==> config.mk <==
export PLATFORM = sky130hd
export DESIGN_NAME = mux_scan_sel_flat
export DESIGN_NICKNAME = d
export VERILOG_FILES = /design/src/rtl/mux_scan_sel_if.sv /design/src/rtl/mux_scan_sel.sv /design/src/flat_wrapper.sv
export SDC_FILE = /design/constraint.sdc
export NUM_CORES = 1
export LEC_CHECK = 0
export ABC_AREA = 0
export CAP_MARGIN = 20
export CORE_ASPECT_RATIO = 0.75
export CORE_MARGIN = 2
export CORE_UTILIZATION = 45
export CTS_BUF_LIST = sky130_fd_sc_hd__clkbuf_2
export CTS_CLUSTER_SIZE = 28
export DETAILED_ROUTE_END_ITERATION = 6
export PLACE_DENSITY = 0.79
export SYNTH_ARGS = -nofsm -noshare
export SYNTH_HDL_FRONTEND = slang
export SYNTH_SLANG_ARGS = --single-unit
export TNS_END_PERCENT = 50
==> constraint.sdc <==
create_clock -name clk -period 4.98 [get_ports clk]
set_input_delay 0.996 -clock clk [delete_from_list [all_inputs] [get_ports clk]]
set_output_delay 0.996 -clock clk [all_outputs]
set_load 0.005 [all_outputs]
==> src/rtl/mux_scan_sel_if.sv <==
`default_nettype none
// ============================================================================
// Module   : mux_scan_sel_if
// Brief    : Signal bundle for the scanning channel selector (inputs, control,
//            registered selection result).
// Revision : 1.0  initial release
// ============================================================================
interface mux_scan_sel_if #(
    parameter int NCH     = 16,
    parameter int DW      = 1,
    parameter int DWELL_W = 8
);
    localparam int SELW = $clog2(NCH);

    logic [NCH*DW-1:0]  in;
    logic               en;
    logic               mode;
    logic [SELW-1:0]    sel;
    logic [DWELL_W-1:0] dwell;
    logic [DW-1:0]      out;
    logic               out_valid;
    logic [SELW-1:0]    cur_sel;
    logic               wrap;
    logic               sel_err;

    modport master (
        output in, en, mode, sel, dwell,
        input  out, out_valid, cur_sel, wrap, sel_err
    );

    modport slave (
        input  in, en, mode, sel, dwell,
        output out, out_valid, cur_sel, wrap, sel_err
    );
endinterface
`default_nettype wire

==> src/rtl/mux_scan_sel.sv <==
`default_nettype none
// ============================================================================
// Module   : mux_scan_sel
// Brief    : N-channel registered selector with MANUAL select and SCAN
//            round-robin (programmable dwell) modes.
// Revision : 1.0  initial release
// ============================================================================
module mux_scan_sel #(
    parameter int NCH     = 16,
    parameter int DW      = 1,
    parameter int DWELL_W = 8
) (
    input  wire logic       clk,
    input  wire logic       rst,
    mux_scan_sel_if.slave   bus
);
    localparam int SELW = $clog2(NCH);
    localparam logic [SELW-1:0]    c_last    = SELW'(NCH - 1);
    localparam logic [SELW-1:0]    c_sel_one = SELW'(1);
    localparam logic [DWELL_W-1:0] c_cnt_one = DWELL_W'(1);

    logic [DW-1:0]      w_ch [NCH];
    logic [SELW-1:0]    w_sel_next;
    logic [DWELL_W-1:0] w_cnt_next;
    logic               w_wrap;
    logic               w_err;
    logic               w_sel_ok;

    logic [DW-1:0]      r_out;
    logic               r_out_valid;
    logic [SELW-1:0]    r_cur_sel;
    logic [DWELL_W-1:0] r_cnt;
    logic               r_wrap;
    logic               r_sel_err;

    for (genvar k = 0; k < NCH; k++) begin : g_ch
        assign w_ch[k] = bus.in[k*DW +: DW];
    end

    assign w_sel_ok = (32'(bus.sel) < NCH);

    always_comb begin
        w_sel_next = r_cur_sel;
        w_cnt_next = '0;
        w_wrap     = 1'b0;
        w_err      = 1'b0;
        if (!bus.mode) begin
            if (w_sel_ok) begin
                w_sel_next = bus.sel;
            end else begin
                w_err = 1'b1;
            end
        end else if (r_cnt >= bus.dwell) begin
            // dwell is compared live, so lowering it below cnt forces an advance
            if (r_cur_sel == c_last) begin
                w_sel_next = '0;
                w_wrap     = 1'b1;
            end else begin
                w_sel_next = r_cur_sel + c_sel_one;
            end
        end else begin
            w_cnt_next = r_cnt + c_cnt_one;
        end
    end

    always_ff @(posedge clk) begin
        if (rst) begin
            r_out       <= '0;
            r_out_valid <= 1'b0;
            r_cur_sel   <= '0;
            r_cnt       <= '0;
            r_wrap      <= 1'b0;
            r_sel_err   <= 1'b0;
        end else if (bus.en) begin
            r_out       <= w_ch[w_sel_next];
            r_out_valid <= 1'b1;
            r_cur_sel   <= w_sel_next;
            r_cnt       <= w_cnt_next;
            r_wrap      <= w_wrap;
            r_sel_err   <= w_err;
        end else begin
            r_out_valid <= 1'b0;
            r_wrap      <= 1'b0;
            r_sel_err   <= 1'b0;
        end
    end

    assign bus.out       = r_out;
    assign bus.out_valid = r_out_valid;
    assign bus.cur_sel   = r_cur_sel;
    assign bus.wrap      = r_wrap;
    assign bus.sel_err   = r_sel_err;
endmodule
`default_nettype wire

==> src/flat_wrapper.sv <==
// flat-port wrapper written by rule: the top's interface ports become plain ports
module mux_scan_sel_flat 
#(
    parameter int NCH     = 16,
    parameter int DW      = 1,
    parameter int DWELL_W = 8
)
  (clk, rst, bus_in, bus_en, bus_mode, bus_sel, bus_dwell, bus_out, bus_out_valid, bus_cur_sel, bus_wrap, bus_sel_err);
  mux_scan_sel_if #(.NCH(NCH), .DW(DW), .DWELL_W(DWELL_W)) bus_i ();
  input  wire logic clk;
  input  wire logic rst;
  input wire logic [$bits(bus_i.in)-1:0] bus_in;
  input wire logic [$bits(bus_i.en)-1:0] bus_en;
  input wire logic [$bits(bus_i.mode)-1:0] bus_mode;
  input wire logic [$bits(bus_i.sel)-1:0] bus_sel;
  input wire logic [$bits(bus_i.dwell)-1:0] bus_dwell;
  output wire logic [$bits(bus_i.out)-1:0] bus_out;
  output wire logic [$bits(bus_i.out_valid)-1:0] bus_out_valid;
  output wire logic [$bits(bus_i.cur_sel)-1:0] bus_cur_sel;
  output wire logic [$bits(bus_i.wrap)-1:0] bus_wrap;
  output wire logic [$bits(bus_i.sel_err)-1:0] bus_sel_err;
  assign bus_i.in = bus_in;
  assign bus_i.en = bus_en;
  assign bus_i.mode = bus_mode;
  assign bus_i.sel = bus_sel;
  assign bus_i.dwell = bus_dwell;
  assign bus_out = bus_i.out;
  assign bus_out_valid = bus_i.out_valid;
  assign bus_cur_sel = bus_i.cur_sel;
  assign bus_wrap = bus_i.wrap;
  assign bus_sel_err = bus_i.sel_err;
  mux_scan_sel #(.NCH(NCH), .DW(DW), .DWELL_W(DWELL_W)) u_core (.clk(clk), .rst(rst), .bus(bus_i));
endmodule
---- Yosys cells after proc, flatten, opt, wreduce, memory -nomap -nowiden ----
Index checks and enable logic that the tools add are counted.
cells by class
  reductions and logical operators ........ 1
  eq/ne operators ......................... 1
  muxes and demuxes ....................... 10
  order comparisons ....................... 2
  bitwise operators ....................... 4
  add/subtract/negate cells ............... 2
operators with widths
  kind                 number
  $mux 8               2
  $mux 4               3
  $add 8x1->8 const B  1
  $ge 8x8->1           1
  $ge 5x5->1 const B   1
  $not 4->5            1
  $add 4x1->4 const B  1
  $bmux 1 s4           1
  $eq 4x4->1 const B   1
  $mux 1               4
  $reduce_or 4->1      1
  $not 1->1            3
word-level totals
  input port bits ......................... 32
  logic and storage cells ................. 25
  register bits after elaboration ......... 15
  output and inout bits ................... 8

---- Longest topological paths before layout ----
Gate-level depths: netlist (run 1).
  depth after elaboration ................. 8
  depth in mapped cells ................... 12
  depth with buffers taken out ............ 11

---- Worst setup path before layout (run 1) ----
Ideal clock, no wire load.
  path type ............................... input port to flip-flop
  from .................................... in bus_dwell[1]
  to ...................................... reg u_core.r_out, in the netlist u_core.bus.out
  data arrival time ....................... 2.901 ns
  stages on the path ...................... 12
  buffers on the path ..................... 1
  path slack .............................. 1.952 ns
  cells stage by stage .................... inv_1 > ha_1 > or3_1 > a211oi_2 > o21a_4 > o211ai_2 > and2_4 > buf_6 > a211o_1 > nand4_1 > o2bb2ai_1 > o211ai_1
between the ends
  cells in the longest elaborated chain, start to end .. 7
ends and longest elaborated chain
  what                                       line                text
  start: declaration                         flat_wrapper.sv:16  input wire logic [$bits(bus_i.dwell)-1:0] bus_dwell;
  $ge 8x8->1                                 mux_scan_sel.sv:53  end else if (r_cnt >= bus.dwell) begin
  $mux 4                                     mux_scan_sel.sv:53
  $mux 4                                     mux_scan_sel.sv:47  if (!bus.mode) begin
  $not 4->5 (not written as such)            mux_scan_sel.sv:75  r_out <= w_ch[w_sel_next];
  $bmux 1 s4                                 mux_scan_sel.sv:75
  $mux 1 (not written as such) (2 in a row)  mux_scan_sel.sv:75
  end signal: assignment                     mux_scan_sel.sv:75
  end: declaration                           mux_scan_sel.sv:29  logic [DW-1:0] r_out;
Every way passes these cells. The select of a mux whose other input is x is not followed.
A chain may end at the register's enable or synchronous reset.

---- Worst setup path after layout (run 1) ----
  from .................................... in bus_dwell[2]
  to ...................................... reg u_core.r_out, in the netlist u_core.bus.out
Same word-level chain as after synthesis.

==> results, run 1 <==
- The flow ran to the end, and the final reports show no timing, DRC or antenna violations.
- The clock slew seen by the registers of the worst setup and hold paths is about 0.16 ns.
- Across every metal layer, demand over resource in global routing totals roughly 20%.
- The static leakage is slightly below 0.7 nW.
- The area growth from synthesis to layout is 34.6%.
- CTS built an H-tree with a depth of 1.
- The setup TNS is 0 ns.
- Across all setup checks in the final design, the least slack found is 1.62 ns.
- The endpoint identified for the worst register-to-register timing path is u_core.bus.out$_SDFFE_PP0P_.
- The core region is ~2400 µm².
- The pin count of the biggest net entering global routing is 19.
- Of all nets on the critical path, the largest fanout is 7.
- The clock tree from TritonCTS is done.
- The internal reg-to-reg setup slack is ~2.4 ns.
- The total congestion overflow is 0.
- The sink of the worst hold path is u_core.r_cnt[7]$_SDFFE_PP0P_.
- The number of flip-flops and latches in the synthesized netlist is 15.
- The post-layout minimum cycle time is roughly 3.4 ns.
- The die is a little under 50 µm tall.
- The synthesized netlist contains 44 unique library cells.
- The net load switching power is ~80 µW.
- The tree is rooted in a sky130_fd_sc_hd__clkbuf_2.
- The timing-limited maximum frequency is just under 300 MHz.
- Setup violations remaining at the end of the flow were counted as 0.
- The final count of pins violating max slew is 0.
- The post-cts repair resize count is 0.
- Using the TritonRoute via totals, the vias-per-cell ratio works out to between 5 and 6.
- Across the routed clock network, the largest skew measured is 0.0191 ns.
- The number of input and output port buffers inserted is 38.
- STA classifies the critical path endpoint as a register.
- The cell count after synthesis is 144.
- The source-to-sink clock delay at the later pin of the worst-skew pair is roughly 0.31 ns.
- The count of hold-fix buffers inserted at cts is 0.
- Leaving out fill and tap cells, the most frequent cell in the layout is sky130_fd_sc_hd__clkdlybuf4s50_1.
- The clock tree buffer depth is 2.
- The final worst-path cycle share is between 60 and 70%.
- The number of synthesized flops with an enable pin is 0.
- The share of total power in combinational logic is a little under a third.
- The first global-routing pass estimated 4590 µm of wire.
- The detailed-route wire length per cell is ~14 µm.
- The worst reg2reg path depth is 10.
- The layout cell share with drive strength beyond 1 is ~6.7%.
- In this run the horizontal extent of the chip is approximately 63 µm.
- Setup repair after global routing left no endpoint under its margin.
- The sort of element at the start of the critical path is an input port.
- The final count of hold timing violations is 0.
- The required time of the critical path is 5.17 ns.
- The routed wire length is approximately 3000 µm.
- The portion of synthesized cell area occupied by the leading cell type is 25.6%.
- The data arrival time of the critical path is 3.55 ns.
- The detailed placement HPWL is approximately 2400 µm.
- Summing over every cut layer, the via total after detailed routing is roughly 1.2k.
- Dividing total power by cell area gives a power density of 172 nW/µm².
- The number of global-route vias before repair is approximately 1.1k.
- The clock network accounts for a little over a fifth of the total power.
- Max-cap violations in this run came to 0.
- The post-CTS setup buffer count is 0.
- After the first detailed-routing iteration, the DRC count stood at 79.
- The number of clock sinks is 15.
- The congestion estimate from routability-driven global placement came to roughly 0.9.
- The reg-to-reg startpoint is u_core.r_cnt[2]$_SDFFE_PP0P_.
- The library cells used most frequently in the layout, excluding fill and tap cells, are 38 x sky130_fd_sc_hd__clkdlybuf4s50_1, 21 x sky130_fd_sc_hd__nor2_1, 15 x sky130_fd_sc_hd__dfxtp_1.
- In this run the worst hold path is classified as register to register.
- At the pin with the least slew margin, the transition time is between 0.6 and 0.7 ns.
- After synthesis the cells add up to 1170 µm².
- The worst min-delay path startpoint is u_core.r_cnt[7]$_SDFFE_PP0P_.
- The count of yosys warnings during synthesis is 0.
- The final antenna diode count is 0.
- The remaining antenna violation count after routing is 0.
- The pre-antenna-repair detailed-routing pass consisted of 4 iterations.
- The critical path is of the input port to register type.
- In the synthesized netlist the async set-or-reset flop fraction comes to 0%.
- The net count of the finished layout is about 220.
- TritonCTS created 3 clock buffers.
- The sequential-to-total area share from yosys stat is around a quarter.
- The most used flip-flop cell after synthesis is sky130_fd_sc_hd__dfxtp_1.
- The worst slack at placement is 1.30 ns.
- The floorplan has 15 rows.
- 40 I/O pins were placed.
- The average cell area after synthesis is just over 8 µm².
- The number of stages on the worst hold path is 1.
- The full die area is 3030 µm².
- The number of nets in the synthesized netlist is about 190.
- The tightest hold path in the finished design has a slack of about 0.52 ns.
- The utilization after layout is 66.2%.
- The total internal power is between 150 and 200 µW.
- The net switching share of the total power is between 20% and 30%.
- The worst pin sits at a relative slew slack of between 50% and 60%.
- The cell type with the largest total area after synthesis is sky130_fd_sc_hd__dfxtp_1.
- The worst vdd rail ir drop is between 0.0001 and 0.00015 V.
- Of the total power, registers draw between 40% and 50%.
- For this configuration, the core starts out at a cell density of 49.2%.
- The number of antenna violations at the first check in global routing is 0.
- In the post-synthesis netlist, the biggest area contributors are sky130_fd_sc_hd__dfxtp_1 26%, sky130_fd_sc_hd__ha_1 11%, sky130_fd_sc_hd__mux2i_1 9.4%.
- The residual DRC count is 0.
- The total of fill cells in the finished design is 210.
[per-layer routing]
layer,GRT usage (%),vias to the layer above,routed length (µm)
li1,-,592,-
met1,25.4,515,1300
met2,34.0,43,1380
met3,5.31,5,202
met4,7.11,0,27
met5,0,-,0
[cell families after synthesis]
kind of cell	share of synthesized area (%)
buffers and inverters	6.08
adder cells (fa/ha/maj)	10.7
AO/OA/AOI/OAI	24.0
other	0.320
flip-flops	25.6
multiplexers	10.4
AND/OR/NAND/NOR	22.2
XOR/XNOR	0.747
[power groups by stage]
stage	combinational [mW]	clock, mW	sequential, mW
4_1_cts	0.0833	0.0614	0.129
3_5_place_dp	0.0828	0	0.132
5_1_grt	0.0911	0.0661	0.130
2_1_floorplan	0.0445	0	0.131
6_report	0.0832	0.0593	0.129
3_3_place_gp	0.0805	0	0.132
[worst max-delay path, stage by stage]
cell	delay, ns
sky130_fd_sc_hd__clkdlybuf4s50_1	0.46
sky130_fd_sc_hd__inv_1	0.04
sky130_fd_sc_hd__ha_1	0.20
sky130_fd_sc_hd__or3_1	0.37
sky130_fd_sc_hd__a211oi_2	0.26
sky130_fd_sc_hd__o21a_4	0.19
sky130_fd_sc_hd__and2b_1	0.19
sky130_fd_sc_hd__xnor2_1	0.12
sky130_fd_sc_hd__a21oi_1	0.36
sky130_fd_sc_hd__nand3b_1	0.16
sky130_fd_sc_hd__o2bb2ai_1	0.11
sky130_fd_sc_hd__o211ai_1	0.10
[cell type report]
cell class / instances / area [µm²] / area share, %
multi-input cells: 113 / 801 / 50.8
repair buffers: 38 / 380 / 24.1
flip-flops and latches: 15 / 300 / 19.0
well taps: 34 / 42.5 / 2.70
inverters: 9 / 33.8 / 2.14
clock buffers: 3 / 15.0 / 0.952
clock inverters: 1 / 5.00 / 0.317
[synth_stat cells, types with 2 or more instances]
cell type,n
sky130_fd_sc_hd__inv_1,9
sky130_fd_sc_hd__nor2b_1,3
sky130_fd_sc_hd__a311oi_1,2
sky130_fd_sc_hd__a21oi_1,8
sky130_fd_sc_hd__clkbuf_1,5
sky130_fd_sc_hd__mux2i_1,11
sky130_fd_sc_hd__nand2b_1,5
sky130_fd_sc_hd__ha_1,10
sky130_fd_sc_hd__and3_1,4
sky130_fd_sc_hd__nand4_1,2
sky130_fd_sc_hd__nand3_1,3
sky130_fd_sc_hd__o211ai_1,4
sky130_fd_sc_hd__nand2_1,7
sky130_fd_sc_hd__nor2_1,21
sky130_fd_sc_hd__a41oi_1,2
sky130_fd_sc_hd__dfxtp_1,15
sky130_fd_sc_hd__a211o_1,2
sky130_fd_sc_hd__o21ai_0,5
[flip-flops by register name, summed over array words and instances (netlist names)]
signal                cells
u_core.bus.wrap           1
u_core.bus.out            1
u_core.bus.out_valid      1
u_core.bus.cur_sel        4
u_core.r_cnt              8
[per-stage QoR]
stage,instances,cell area (µm²),total power [mW]
2_1_floorplan,144,1170,0.176
3_3_place_gp,209,1560,0.212
3_5_place_dp,209,1560,0.215
4_1_cts,213,1580,0.274
5_1_grt,213,1580,0.287
6_report,213,1580,0.272
[worst max-delay path by stage]
| stage | slack (ns) | cells after the start | from | to |
|---|---|---|---|---|
| 2_1_floorplan | 1.95 | 12 | bus_dwell[1] | u_core.bus.out$_SDFFE_PP0P_ |
| 3_3_place_gp | 1.34 | 12 | bus_dwell[1] | u_core.bus.out$_SDFFE_PP0P_ |
| 3_5_place_dp | 1.30 | 12 | bus_dwell[2] | u_core.bus.out$_SDFFE_PP0P_ |
| 4_1_cts | 1.65 | 12 | bus_dwell[2] | u_core.bus.out$_SDFFE_PP0P_ |
| 5_1_grt | 1.47 | 12 | bus_dwell[1] | u_core.bus.out$_SDFFE_PP0P_ |
| 6_report | 1.62 | 12 | bus_dwell[2] | u_core.bus.out$_SDFFE_PP0P_ |
No activity file was read; power rests on OpenSTA's default activity.
==> run 2: changes to the inputs <==
CORE_UTILIZATION = 42   (was 45)
PLACE_DENSITY = 0.78   (was 0.79)
clock period = 2.9 ns   (was 4.98 ns; I/O delays follow)
==> run 2 against run 1 <==
Against the previous run: combinational power up 100%; count of clock-buffer cells in the layout increased by 1; clock power is 70% higher; sequential power rose by 73%; first-iteration DRC count down 14%; power increased by 81%; cell count grew 6.1%; worst hold slack got worse by 0.014 ns; die area rose by 6.6%; routed wire length increased by 17%; critical path depth unchanged; setup slack got worse by 1.6 ns.
==> results, run 2 (synthesis gave the netlist of run 1 again) <==
- The total congestion overflow was 0 (unchanged).
- The violation count after the first detailed-routing iteration came to 68 (-14%).
- The number of antenna violations at the first check in global routing is 0 (unchanged).
- The power after layout was 492 µW (+81%).
- The routed design could run at a clock period as short as 2.89 ns.
- The number of global-route vias before repair was 1130 (+7.5%).
- The static leakage is 0.745 nW (+9.5%).
- The final count of hold timing violations was 0 (unchanged).
- TritonCTS built the clock tree.
- The total vias in the final route is 1251 (+8.3%).
- STA classifies the critical path startpoint as an input port.
- The first-pass GRT wire length is 4980 µm (+8.6%).
- The first-pass detailed-route iteration total is 4 (unchanged).
- The setup TNS is 0 ns (unchanged).
- The number of violations of the max-capacitance limit is 0 (unchanged).
- The data arrival time of the critical path is 3.12 ns (-0.43 ns).
- The final count of pins violating max slew was 0 (unchanged).
- The highest net fanout along the worst path was 7 (unchanged).
- The tightest slew margin relative to the limit is 66.6% (+12 points).
- Static timing analysis puts the maximum clock frequency at around 350 MHz.
- The total number of H-tree levels is 1 (unchanged).
- The actual slew at the worst max-slew pin was 0.500 ns (-0.172 ns).
- The final non-filler cell total is 226 (+6.1%).
- The class of the most critical hold timing path is register to register.
- The setup-violating endpoint count in the final report was 0 (unchanged).
- The library cells used most frequently in the layout, excluding fill and tap cells, are 36 x sky130_fd_sc_hd__clkdlybuf4s50_1, 21 x sky130_fd_sc_hd__nor2_1, 15 x sky130_fd_sc_hd__dfxtp_1.
- The count of boundary I/O pins was 40 (unchanged).
- The layout cell share with drive strength beyond 1 is 16.3% (+9.6 points).
- The flow ran to the end, and the final reports show no timing, DRC or antenna violations.
- The number of input and output port buffers inserted came to 38 (unchanged).
- The routed wire length came to 3420 µm (+17%).
- The vertical die dimension came to 49.8 µm (+3.2%).
- The number of placement rows was 16 (+1).
- The cell chosen for the clock root is sky130_fd_sc_hd__clkbuf_2.
- The final RePlAce weighted congestion is 0.927 (+4.6%).
- The number of vias per cell after detailed routing is 5.54 (+2.1%).
- The remaining antenna violation count after routing is 0 (unchanged).
- The clock slew seen by the registers of the worst setup and hold paths came to 0.13 ns (-0.03 ns).
- The final antenna diode count came to 0 (unchanged).
- The total of fill cells in the finished design was 209 (-0.48%).
- The starting density of the core is 44.7% (-4.5 points).
- The power per standard cell area came to 283 nW/µm² (+65%).
- The total global-route track usage is 20.1% (+0.14 points).
- The residual DRC count came to 0 (unchanged).
- The cell total after placement is 220 (+5.3%).
- The footprint of the multi-input gates is 877 µm² (+9.5%).
- The worst vdd rail ir drop is 0.000297 V (+170%).
- The detailed placement HPWL was 2510 µm (+4.0%).
- The final net count is 233 (+5.0%).
- The detailed-route wire length per cell was 15.2 µm (+11%).
- The flip-flop count of the largest register, all copies and words added is 8 (unchanged).
- STA classifies the critical path endpoint as a register.
- The number of buffers added by the clock tree synthesis step is 3 (unchanged).
- The core outline area came to 2620 µm² (+10%).
- The worst slack at placement is -0.324 ns (-1.63 ns).
- In the finished design, the share of the clock period the worst path needs comes to ~100%.
- The final clock skew came to 0.000793 ns (-0.0184 ns).
- The sequential cell area is 300 µm² (unchanged).
- The worst hold slack came to 0.510 ns (-0.0137 ns).
- The number of clock sinks is 15 (unchanged).
- The full die area was 3230 µm² (+6.6%).
- From synthesis to final layout, the design area changed by 48.1%.
- The pin count of the biggest net entering global routing is 15 (-4).
- The commonest non-fill, non-tap cell in the layout is sky130_fd_sc_hd__clkdlybuf4s50_1.
- The register containing the most flip-flops in the final layout is u_core.r_cnt.
- The clock tree buffer depth came to 2 (unchanged).
- The required time of the critical path was 3.13 ns (-2.04 ns).
- The internal reg-to-reg setup slack is 0.37 ns (-2.07 ns).
- The worst setup margin is 0.0104 ns (-1.61 ns).
- The source-to-sink clock delay at the later pin of the worst-skew pair is 0.29 ns (-0.02 ns).
- The category of the critical setup timing path is input port to register.
- The width of the die is 65.0 µm (+3.3%).
run 2: stage by stage:
stage,area [µm²],utilization (%)
global placement,1630,62.1
floorplan,1170,-
CTS,1650,62.8
finish,1740,66.2
detailed placement,1630,62.1
global route,1740,66.2
run 2: final timing paths:
check | startpoint | depth (start not counted) | to
min reg2reg | u_core.r_cnt[7]$_SDFFE_PP0P_ | 1 | u_core.r_cnt[7]$_SDFFE_PP0P_
max reg2reg | u_core.r_cnt[0]$_SDFFE_PP0P_ | 11 | u_core.bus.out$_SDFFE_PP0P_
min | u_core.r_cnt[7]$_SDFFE_PP0P_ | 1 | u_core.r_cnt[7]$_SDFFE_PP0P_
max | bus_dwell[1] | 12 | u_core.bus.out$_SDFFE_PP0P_
run 2: routing by layer:
metal | wire length [µm] | up-vias | track usage, %
met2 | 1650 | 27 | 32.8
met5 | 0 | - | 0
met3 | 159 | 5 | 5.71
met4 | 21 | 0 | 3.55
met1 | 1590 | 606 | 26.7
li1 | - | 613 | -
run 2: what timing repair did:
action	4_1_cts	5_1_grt
setup buffers	0	1
hold buffers	0	0
gates cloned	0	1
endpoints found under the setup margin	1	1
pin swaps	2	10
gates resized for setup	0	16
run 2: area by class of cell:
type / count / share of cell area, %
well taps: 36 / 2.59
inverters: 9 / 1.95
multi-input cells: 114 / 50.5
clock buffers: 4 / 1.15
flip-flops and latches: 15 / 17.3
repair buffers: 48 / 26.5
run 2: critical path: stages:
cell and delay, ns:
sky130_fd_sc_hd__clkdlybuf4s50_1 0.46, sky130_fd_sc_hd__inv_1 0.05, sky130_fd_sc_hd__ha_2 0.18, sky130_fd_sc_hd__or3_4 0.34, sky130_fd_sc_hd__a211oi_4 0.27, sky130_fd_sc_hd__o21a_4 0.23
sky130_fd_sc_hd__and2b_1 0.22, sky130_fd_sc_hd__xnor2_1 0.14, sky130_fd_sc_hd__a21oi_2 0.20, sky130_fd_sc_hd__buf_4 0.15, sky130_fd_sc_hd__a41oi_1 0.11, sky130_fd_sc_hd__o211ai_1 0.19
run 2: power breakdown:
| group | internal (mW) | total, mW | switching, mW | leakage, nW |
|---|---|---|---|---|
| registers | 0.214 | 0.223 | 0.00956 | 0.122 |
| clock network | 0.0365 | 0.101 | 0.0646 | 0.0166 |
| logic | 0.0990 | 0.168 | 0.0687 | 0.607 |
==> run 3: changes to the inputs <==
CAP_MARGIN = 0   (was 20)
==> results of run 3 <==
The final DEF is identical to that of run 2; final timing and power are the same.
